--- src/rtl/ram_arb_pkg.sv ---
// Shared types for the IFU/LSU RAM arbiter.
// Size codes match the LSU's encoding.
package ram_arb_pkg;

  typedef enum logic [1:0] {
    IDLE  = 2'd0,
    ISSUE = 2'd1,
    WAIT  = 2'd2,
    ERR   = 2'd3
  } state_e;

  localparam logic [1:0] HB_BYTE = 2'b00;
  localparam logic [1:0] HB_HALF = 2'b01;
  localparam logic [1:0] HB_WORD = 2'b10;

  localparam logic REQ_IFU = 1'b0;
  localparam logic REQ_LSU = 1'b1;

  typedef struct packed {
    logic        we;
    logic [1:0]  hb;
    logic [31:0] addr;
    logic [31:0] wdata;
  } cmd_t;

endpackage

--- src/rtl/ram_arb_rr.sv ---
// Two-way round-robin picker; bit index is the requester ID.
// Grants only while adv_i is high.
module ram_arb_rr
  import ram_arb_pkg::*;
(
  input  logic [1:0] req_i,
  input  logic       ptr_i,
  input  logic       adv_i,
  output logic [1:0] gnt_o
);

  always_comb begin
    gnt_o = 2'b00;
    if (adv_i) begin
      unique case (1'b1)
        (req_i == 2'b11): gnt_o = ptr_i ? 2'b10 : 2'b01;
        (req_i == 2'b01): gnt_o = 2'b01;
        (req_i == 2'b10): gnt_o = 2'b10;
        default:          gnt_o = 2'b00;
      endcase
    end
  end

endmodule

--- src/rtl/ram_arbiter.sv ---
// Shares a single-ported RAM between IFU and LSU with round-robin
// fairness; bad accesses are answered locally with an error.
module ram_arbiter
  import ram_arb_pkg::*;
#(
  parameter logic [31:0] RAM_BASE  = 32'h0000_0000,
  parameter int unsigned RAM_BYTES = 16384
) (
  input  logic        clk_i,
  input  logic        rst_i,
  input  logic        ifu_req_i,
  input  logic [31:0] ifu_addr_i,
  output logic        ifu_gnt_o,
  output logic [31:0] ifu_rdata_o,
  output logic        ifu_err_o,
  input  logic        lsu_req_i,
  input  logic        lsu_we_i,
  input  logic [1:0]  lsu_hb_i,
  input  logic [31:0] lsu_addr_i,
  input  logic [31:0] lsu_wdata_i,
  output logic        lsu_gnt_o,
  output logic [31:0] lsu_rdata_o,
  output logic        lsu_err_o,
  output logic        mem_ce_o,
  output logic        mem_req_o,
  output logic        mem_we_o,
  output logic [1:0]  mem_hb_o,
  output logic [31:0] mem_addr_o,
  output logic [31:0] mem_wdata_o,
  input  logic        mem_gnt_i,
  input  logic [31:0] mem_rdata_i
);

  state_e      state_q, state_d;
  logic        owner_q, owner_d;
  logic        ptr_q, ptr_d;
  cmd_t        cmd_q, cmd_d;

  logic [1:0]  win;
  logic        sel_we;
  logic [1:0]  sel_hb;
  logic [31:0] sel_addr;
  logic [31:0] sel_wdata;
  logic [32:0] sel_off;
  logic        sel_bad;
  logic        done;
  logic        gnt;
  logic [31:0] rdata;

  ram_arb_rr u_rr (
    .req_i ({lsu_req_i, ifu_req_i}),
    .ptr_i (ptr_q),
    .adv_i (state_q == IDLE),
    .gnt_o (win)
  );

  // Fetches are always word reads.
  always_comb begin
    sel_we    = 1'b0;
    sel_hb    = HB_WORD;
    sel_addr  = ifu_addr_i;
    sel_wdata = '0;
    if (win[REQ_LSU]) begin
      sel_we    = lsu_we_i;
      sel_hb    = lsu_hb_i;
      sel_addr  = lsu_addr_i;
      sel_wdata = lsu_wdata_i;
    end
  end

  // Borrow out of the 33-bit subtract flags addr below the base.
  always_comb begin
    sel_off = {1'b0, sel_addr} - {1'b0, RAM_BASE};
    sel_bad = (sel_hb == 2'b11)
            | ((sel_hb == HB_WORD) & (sel_addr[1:0] != 2'b00))
            | ((sel_hb == HB_HALF) & sel_addr[0])
            | sel_off[32]
            | (sel_off[31:0] >= RAM_BYTES);
  end

  always_comb begin
    state_d = state_q;
    owner_d = owner_q;
    ptr_d   = ptr_q;
    cmd_d   = cmd_q;
    unique case (state_q)
      IDLE: begin
        if (|win) begin
          owner_d = win[REQ_LSU] ? REQ_LSU : REQ_IFU;
          cmd_d   = '{we: sel_we, hb: sel_hb,
                      addr: sel_off[31:0], wdata: sel_wdata};
          state_d = sel_bad ? ERR : ISSUE;
        end
      end
      ISSUE: state_d = WAIT;
      WAIT: begin
        if (mem_gnt_i) begin
          state_d = IDLE;
          ptr_d   = ~owner_q;
        end
      end
      ERR: begin
        state_d = IDLE;
        ptr_d   = ~owner_q;
      end
      default: state_d = IDLE;
    endcase
  end

  always_ff @(posedge clk_i) begin
    if (rst_i) begin
      state_q <= IDLE;
      owner_q <= REQ_IFU;
      ptr_q   <= REQ_LSU;
      cmd_q   <= '{we: 1'b0, hb: HB_WORD, addr: '0, wdata: '0};
    end else begin
      state_q <= state_d;
      owner_q <= owner_d;
      ptr_q   <= ptr_d;
      cmd_q   <= cmd_d;
    end
  end

  // A RAM grant arriving in the reset cycle belongs to an abandoned access.
  always_comb begin
    done  = ((state_q == WAIT) & mem_gnt_i) | (state_q == ERR);
    gnt   = done & ~rst_i;
    rdata = '0;
    if (gnt & (state_q == WAIT) & ~cmd_q.we) rdata = mem_rdata_i;
  end

  assign ifu_gnt_o   = gnt & (owner_q == REQ_IFU);
  assign lsu_gnt_o   = gnt & (owner_q == REQ_LSU);
  assign ifu_err_o   = ifu_gnt_o & (state_q == ERR);
  assign lsu_err_o   = lsu_gnt_o & (state_q == ERR);
  assign ifu_rdata_o = ifu_gnt_o ? rdata : '0;
  assign lsu_rdata_o = lsu_gnt_o ? rdata : '0;

  assign mem_req_o   = (state_q == ISSUE);
  assign mem_ce_o    = (state_q == ISSUE) | (state_q == WAIT);
  assign mem_we_o    = cmd_q.we;
  assign mem_hb_o    = cmd_q.hb;
  assign mem_addr_o  = cmd_q.addr;
  assign mem_wdata_o = cmd_q.wdata;

endmodule

--- config.mk ---
export PLATFORM = sky130hd
export DESIGN_NAME = ram_arbiter
export DESIGN_NICKNAME = d
export VERILOG_FILES = /design/src/rtl/ram_arb_pkg.sv /design/src/rtl/ram_arb_rr.sv /design/src/rtl/ram_arbiter.sv
export SDC_FILE = /design/constraint.sdc
export NUM_CORES = 1
export LEC_CHECK = 0
export BUFFER_PORTS_ARGS = -buffer_cell sky130_fd_sc_hd__buf_2
export CAP_MARGIN = 20
export CORE_AREA = 2 2 107 109
export CTS_CLUSTER_DIAMETER = 120
export DETAILED_ROUTE_END_ITERATION = 8
export DIE_AREA = 0 0 109 111
export PLACE_DENSITY = 0.65
export SKIP_CTS_REPAIR_TIMING = 1
export SLEW_MARGIN = 20
export SYNTH_ARGS = -nofsm -noshare
export SYNTH_HDL_FRONTEND = slang
export SYNTH_SLANG_ARGS = --single-unit
export TNS_END_PERCENT = 1
--- constraint.sdc ---
create_clock -name clk_i -period 2.33 [get_ports clk_i]
set_input_delay 0.466 -clock clk_i [delete_from_list [all_inputs] [get_ports clk_i]]
set_output_delay 0.466 -clock clk_i [all_outputs]
set_load 0.01 [all_outputs]
# == Word-level counts from Yosys, hierarchy flattened ==
# Cells that the tools add are included.
# word_totals
register_bits,71
inputBits,136
output_inout_bits,137
word_cells,61
# classes
magnitude_cmp,1
eq_ne,11
n_mux,17
n_bitwise,18
reduce_logical,7
# ops
cell,n
$mux W32,5
$ge A32 B15 Y1 const B,1
$eq A2 B2 Y1 const B,6
$mux W2,6
$and A1 B1 Y1,10
$pmux W2 S4,1
$eq A2 B1 Y1 const B,3
$pmux W2 S3,1
$reduce_and A2 Y1,3
$or A1 B1 Y1,5
$ne A2 B2 Y1 const B,2
$reduce_bool A2 Y1,2
$mux W1,3
$not A1 Y1,3
$logic_not A2 Y1,1
$pmux W1 S2,1
$reduce_or A2 Y1,1

# == Depth between registers and ports, before layout ==
# depth
word_depth,12
mapped_depth,8
ltp_nobuf,6

# == Hierarchy ==
# From an unflattened synthesis, not the netlist that was laid out.
# unflattened
hier_cells,435
area_unflattened_um2,3683.5
# modules_own_cells
mod,instances,cells_each,area_per_inst_um2,seq_area_each_um2
ram_arbiter,1,430,3662.3,1421.4
ram_arb_rr,1,5,21.3,0.0

# == Worst setup path before layout ==
# No wires, ideal clock.
# synth_timing
path_type,flip-flop to output port
start,register state_q[0]
end,output ifu_rdata_o[10]
arrival_time_ps,1407
required_ps,1864
path_slack_ps,457
stages_incl_launch_ff,7
path_buffers,1
cell_sequence,dfxtp_1 inv_1 ha_1 o211ai_1 nor3_1 clkbuf_1 and2_1
# synth_between
elab_chain_len,8
word_cells_on_any_way,10
classes_between,2 x eq/ne; 2 x mux; 6 x bitwise
# synth_rtl
item,line_no,text
start: declaration,ram_arbiter.sv:34,"state_e state_q, state_d;"
start signal: assignment,ram_arbiter.sv:117,state_q <= state_d;
$eq A2 B2 Y1,"ram_arbiter.sv:126, ram_arbiter.sv:129",
$and A1 B1 Y1,ram_arbiter.sv:126,done = ((state_q == WAIT) & mem_gnt_i) | (state_q == ERR);
$or A1 B1 Y1,ram_arbiter.sv:126,
$and A1 B1 Y1,ram_arbiter.sv:127,gnt = done & ~rst_i;
$and A1 B1 Y1 (2 in a row),ram_arbiter.sv:129,if (gnt & (state_q == WAIT) & ~cmd_q.we) rdata = mem_rdata_i;
$mux W32,ram_arbiter.sv:129,
$mux W32 (*),ram_arbiter.sv:136,assign ifu_rdata_o = ifu_gnt_o ? rdata : '0;
end: declaration,ram_arbiter.sv:14,"output logic [31:0] ifu_rdata_o,"
# Every way passes the cells marked *; elsewhere a longest branch is shown, timed or not.

# == Worst setup path in the final report ==
# layout_timing
start,register state_q[0]
end,output ifu_rdata_o[2]
# Same word-level chain as after synthesis.

==> flow_summary.html <==
<table>
<tr><th>Metric</th><th>Value</th></tr>
<tr><th colspan="2">Run status</th></tr>
<tr><td>Run status</td><td>finished clean</td></tr>
<tr><th colspan="2">Critical path</th></tr>
<tr><td>CP Max Fanout</td><td>8</td></tr>
<tr><td>Required arrival time at the worst endpoint</td><td>1.86 ns</td></tr>
<tr><td>Cell Chain, Critical Path</td><td>inv_4 -&gt; ha_4 -&gt; o211ai_1 -&gt; nor3_2 -&gt; buf_6 -&gt; clkbuf_16 -&gt; and2_1 -&gt; buf_2</td></tr>
<tr><td>Bufs and invs on worst path</td><td>4</td></tr>
<tr><td>Critical path's largest stage delay</td><td>0.37 ns</td></tr>
<tr><td>Slowest cell on the critical path</td><td>sky130_fd_sc_hd__dfxtp_4</td></tr>
<tr><td>Source of the critical timing path</td><td>state_q[0]$_SDFFE_PP0P_</td></tr>
<tr><td>Worst path arrival time</td><td>1.83 ns</td></tr>
<tr><td>Category of the worst setup path launch point</td><td>flip-flop</td></tr>
<tr><td>Kind of capture point of the worst setup path</td><td>output pin</td></tr>
<tr><td>Crit path max-delay family</td><td>buffers and inverters</td></tr>
<tr><td>Crit Reg-Reg Startpoint</td><td>state_q[1]$_SDFFE_PP0P_</td></tr>
<tr><td>Critical Setup Path Class</td><td>flip-flop to output pin</td></tr>
<tr><th colspan="2">CTS</th></tr>
<tr><td>Max H-tree Level</td><td>3</td></tr>
<tr><td>Clock tree root driver cell</td><td>sky130_fd_sc_hd__clkbuf_16</td></tr>
<tr><td>Worst-path clk slew</td><td>0.06 ns</td></tr>
<tr><td>Clk Latency, worst-skew pair</td><td>0.33 ns</td></tr>
<tr><td>Num Clock Sinks</td><td>71</td></tr>
<tr><td>Number of buffers on the longest clock path</td><td>2</td></tr>
<tr><td>TritonCTS clock tree</td><td>built</td></tr>
<tr><td>Number of buffers added by the clock tree synthesis step</td><td>9</td></tr>
<tr><th colspan="2">Placed design</th></tr>
<tr><td>Final GP Congestion</td><td>0.798</td></tr>
<tr><td>Port buffer count</td><td>272</td></tr>
<tr><td>Number of cells after detailed placement</td><td>814</td></tr>
<tr><td>Final HPWL DP</td><td>9380 um</td></tr>
<tr><td>Area after detailed placement</td><td>5150 sq um</td></tr>
<tr><th colspan="2">Floorplan</th></tr>
<tr><td>Number of placement rows</td><td>39</td></tr>
<tr><td>Core area</td><td>11,100 sq um</td></tr>
<tr><td>Width of the die</td><td>109 um</td></tr>
<tr><td>Die footprint</td><td>12,100 sq um</td></tr>
<tr><td>I/O pin count</td><td>273</td></tr>
<tr><td>Effective utilization at floorplan</td><td>33.4%</td></tr>
<tr><td>Height of the die</td><td>111 um</td></tr>
<tr><th colspan="2">Hold path</th></tr>
<tr><td>Startpoint of the most critical hold path</td><td>lsu_we_i</td></tr>
<tr><td>Path type of the worst min-delay path</td><td>primary input to flip-flop</td></tr>
<tr><th colspan="2">Logic synthesis</th></tr>
<tr><td>XOR/XNOR share of the synthesized area</td><td>0%</td></tr>
<tr><td>Cell taking the most area after synthesis</td><td>sky130_fd_sc_hd__dfxtp_1</td></tr>
<tr><td>Count of distinct cell types in the synthesized netlist</td><td>34</td></tr>
<tr><td>Share of the synthesized area in compound gates (AO/OA/AOI/OAI)</td><td>21.6%</td></tr>
<tr><td>Gate count after technology mapping</td><td>424</td></tr>
<tr><td>Area fraction in and, or, nand and nor cells after synthesis</td><td>31.1%</td></tr>
<tr><td>Net count after synthesis</td><td>565</td></tr>
<tr><td>Post-synthesis sequential element count</td><td>71</td></tr>
<tr><td>Synthesis Warnings</td><td>0</td></tr>
<tr><td>Total standard cell area after synthesis</td><td>3700 sq um</td></tr>
<tr><td>Dominant combinational cell family by area after synthesis</td><td>simple AND/OR/NAND/NOR gates</td></tr>
<tr><td>Post-Synth Adder-Cell Area</td><td>1.69%</td></tr>
<tr><td>Multiplexer share of the synthesized area</td><td>1.15%</td></tr>
<tr><td>Synthesized area per cell</td><td>8.72 sq um</td></tr>
<tr><td>Top area cells in the synthesized netlist</td><td>sky130_fd_sc_hd__dfxtp_1 (38%), sky130_fd_sc_hd__a311oi_2 (12%), sky130_fd_sc_hd__and2_1 (11%)</td></tr>
<tr><td>Sequential share of the synthesized area</td><td>38.5%</td></tr>
<tr><td>Share of the synthesized area in the top cell type</td><td>38.5%</td></tr>
<tr><th colspan="2">Timing</th></tr>
<tr><td>Worst slew margin relative to its limit</td><td>58.4%</td></tr>
<tr><td>Least-Margin Pin Slew</td><td>0.624 ns</td></tr>
<tr><td>Part of the cycle the worst path needs</td><td>98.5%</td></tr>
<tr><td>Worst slack on hold paths</td><td>0.386 ns</td></tr>
<tr><td>Min Tclk post-route</td><td>2.30 ns</td></tr>
<tr><td>Count of final max-slew check failures</td><td>0</td></tr>
<tr><td>Total negative slack for setup checks</td><td>0 ns</td></tr>
<tr><td>Highest achievable clock rate</td><td>436 MHz</td></tr>
<tr><td>Final-report hold violation count</td><td>0</td></tr>
<tr><td>Setup repair after global routing missed its margin</td><td>yes</td></tr>
<tr><td>Maximum clock skew at final layout</td><td>0.00795 ns</td></tr>
<tr><td>Total setup violations reported at the end of the flow</td><td>0</td></tr>
<tr><th colspan="2">Cells and area</th></tr>
<tr><td>Post-layout instance count excluding filler cells</td><td>836</td></tr>
<tr><td>Most frequent cells in the layout</td><td>sky130_fd_sc_hd__buf_2 (271), sky130_fd_sc_hd__nor2_1 (74), sky130_fd_sc_hd__dfxtp_1 (69)</td></tr>
<tr><td>Leading cell type in the layout, fill and taps excluded</td><td>sky130_fd_sc_hd__buf_2</td></tr>
<tr><td>Area growth from synthesis to layout</td><td>51.0%</td></tr>
<tr><td>Fraction of final layout cells with drive strength greater than 1</td><td>54.3%</td></tr>
<tr><td>Post-route cell area</td><td>5580 sq um</td></tr>
<tr><td>Final net count</td><td>828</td></tr>
<tr><th colspan="2">Global route</th></tr>
<tr><td>Total congestion overflow after global routing</td><td>0</td></tr>
<tr><td>Initial antenna violation count</td><td>2</td></tr>
<tr><td>First-pass GRT wire length</td><td>18,900 um</td></tr>
<tr><td>Via count of the first global-routing pass</td><td>3,821</td></tr>
<tr><td>Pin count of the biggest net entering global routing</td><td>66</td></tr>
<tr><td>Total global routing track utilization</td><td>19.7%</td></tr>
<tr><th colspan="2">Pwr</th></tr>
<tr><td>Peak supply drop</td><td>623 uV</td></tr>
<tr><td>LEAKAGE</td><td>2.81 nW</td></tr>
<tr><td>Power Density</td><td>1060 nW/um^2</td></tr>
<tr><td>Total Power</td><td>5.91 mW</td></tr>
<tr><th colspan="2">Routing</th></tr>
<tr><td>Via count</td><td>4,048</td></tr>
<tr><td>Count of unresolved DRC violations after routing</td><td>0</td></tr>
<tr><td>Average wire per standard cell</td><td>14.9 um</td></tr>
<tr><td>Final ANT Viol Nets</td><td>0</td></tr>
<tr><td>Vias per std cell</td><td>4.84</td></tr>
<tr><td>DRT Pass-1 Iters</td><td>4</td></tr>
<tr><td>DR iter-0 viols</td><td>210</td></tr>
<tr><td>Total wire length after detailed routing</td><td>12,500 um</td></tr>
<tr><th colspan="2">Flow run</th></tr>
<tr><td>Max Cap Violations</td><td>0</td></tr>
</table>
## layout make-up
cell class              count  area (sq um)
repair buffers            287          1560
flip-flops and latches     71          1430
diodes                      1          2.50
inverters                   4          17.5
clock buffers              11           243
multi-input cells         314          2100
fillers                  1070          5500
well taps                 143           179
clock inverters             5          57.6
## Yosys cell counts, drive strengths merged
library cell and instances:
a21oi 5, a22oi 34, a311oi 33, a41o 1, and2 64, and2b 1
buf 18, clkbuf 17, dfxtp 71, ha 5, inv 4, mux2 2
mux2i 2, nand2 66, nand2b 2, nand3 1, nor2 75, nor2b 2
nor3 6, nor4 6, nor4b 2, o2111a 1, o211ai 2, o21ai 1
o22ai 1, or2 2
## tightest hold or removal path: cells and delay by family
family	cells	cell delay (ns)
buf+inv	1	0.07
compound gates	1	0.06
simple gates	1	0.08
## worst paths after layout
path	end	slack, ns	cells after the start
setup / recovery	ifu_rdata_o[2]	0.03	8
hold reg to reg	mem_hb_o[1]$_SDFFE_PP1P_	0.48	2
setup reg to reg	mem_wdata_o[26]$_SDFFE_PP0P_	0.35	8
hold / removal	mem_we_o$_SDFFE_PP0P_	0.39	3
## layer usage
| metal | share of wire, % | track usage, % | up-vias |
|---|---|---|---|
| met2 | 47 | 31.5 | 154 |
| met3 | 8.6 | 6.70 | 17 |
| met5 | 0.056 | 0 | - |
| li1 | - | - | 1991 |
| met4 | 1.3 | 4.27 | 2 |
| met1 | 43 | 25.4 | 1884 |
## sequential cells by signal (all words and copies together) (netlist names)
signal       flops
state_q          2
mem_wdata_o     32
mem_hb_o         2
owner_q          1
mem_we_o         1
ptr_q            1
mem_addr_o      32
## kinds of logic after synthesis
family                     after synthesis
AOI/OAI and AO/OA                       78
adders and majority gates                5
buffers and inverters                   39
muxes                                    4
and+or+nand+nor                        227
DFF                                     71
## through the flow
stage / util (%) / setup WS (ns)
2_1_floorplan: - / 0.457
3_3_place_gp: 46.5 / 0.452
3_5_place_dp: 46.5 / 0.376
4_1_cts: 49.2 / 0.0111
5_1_grt: 50.4 / -0.0495
6_report: 50.4 / 0.0341
## report_power, final
part           total, mW  switching [mW]  internal [mW]  leakage [nW]
Sequential          1.79           0.207           1.59         0.586
Combinational       2.75            1.60           1.15          2.08
Clock               1.37           0.513          0.858         0.149
No activity file was read; power rests on OpenSTA's default activity.
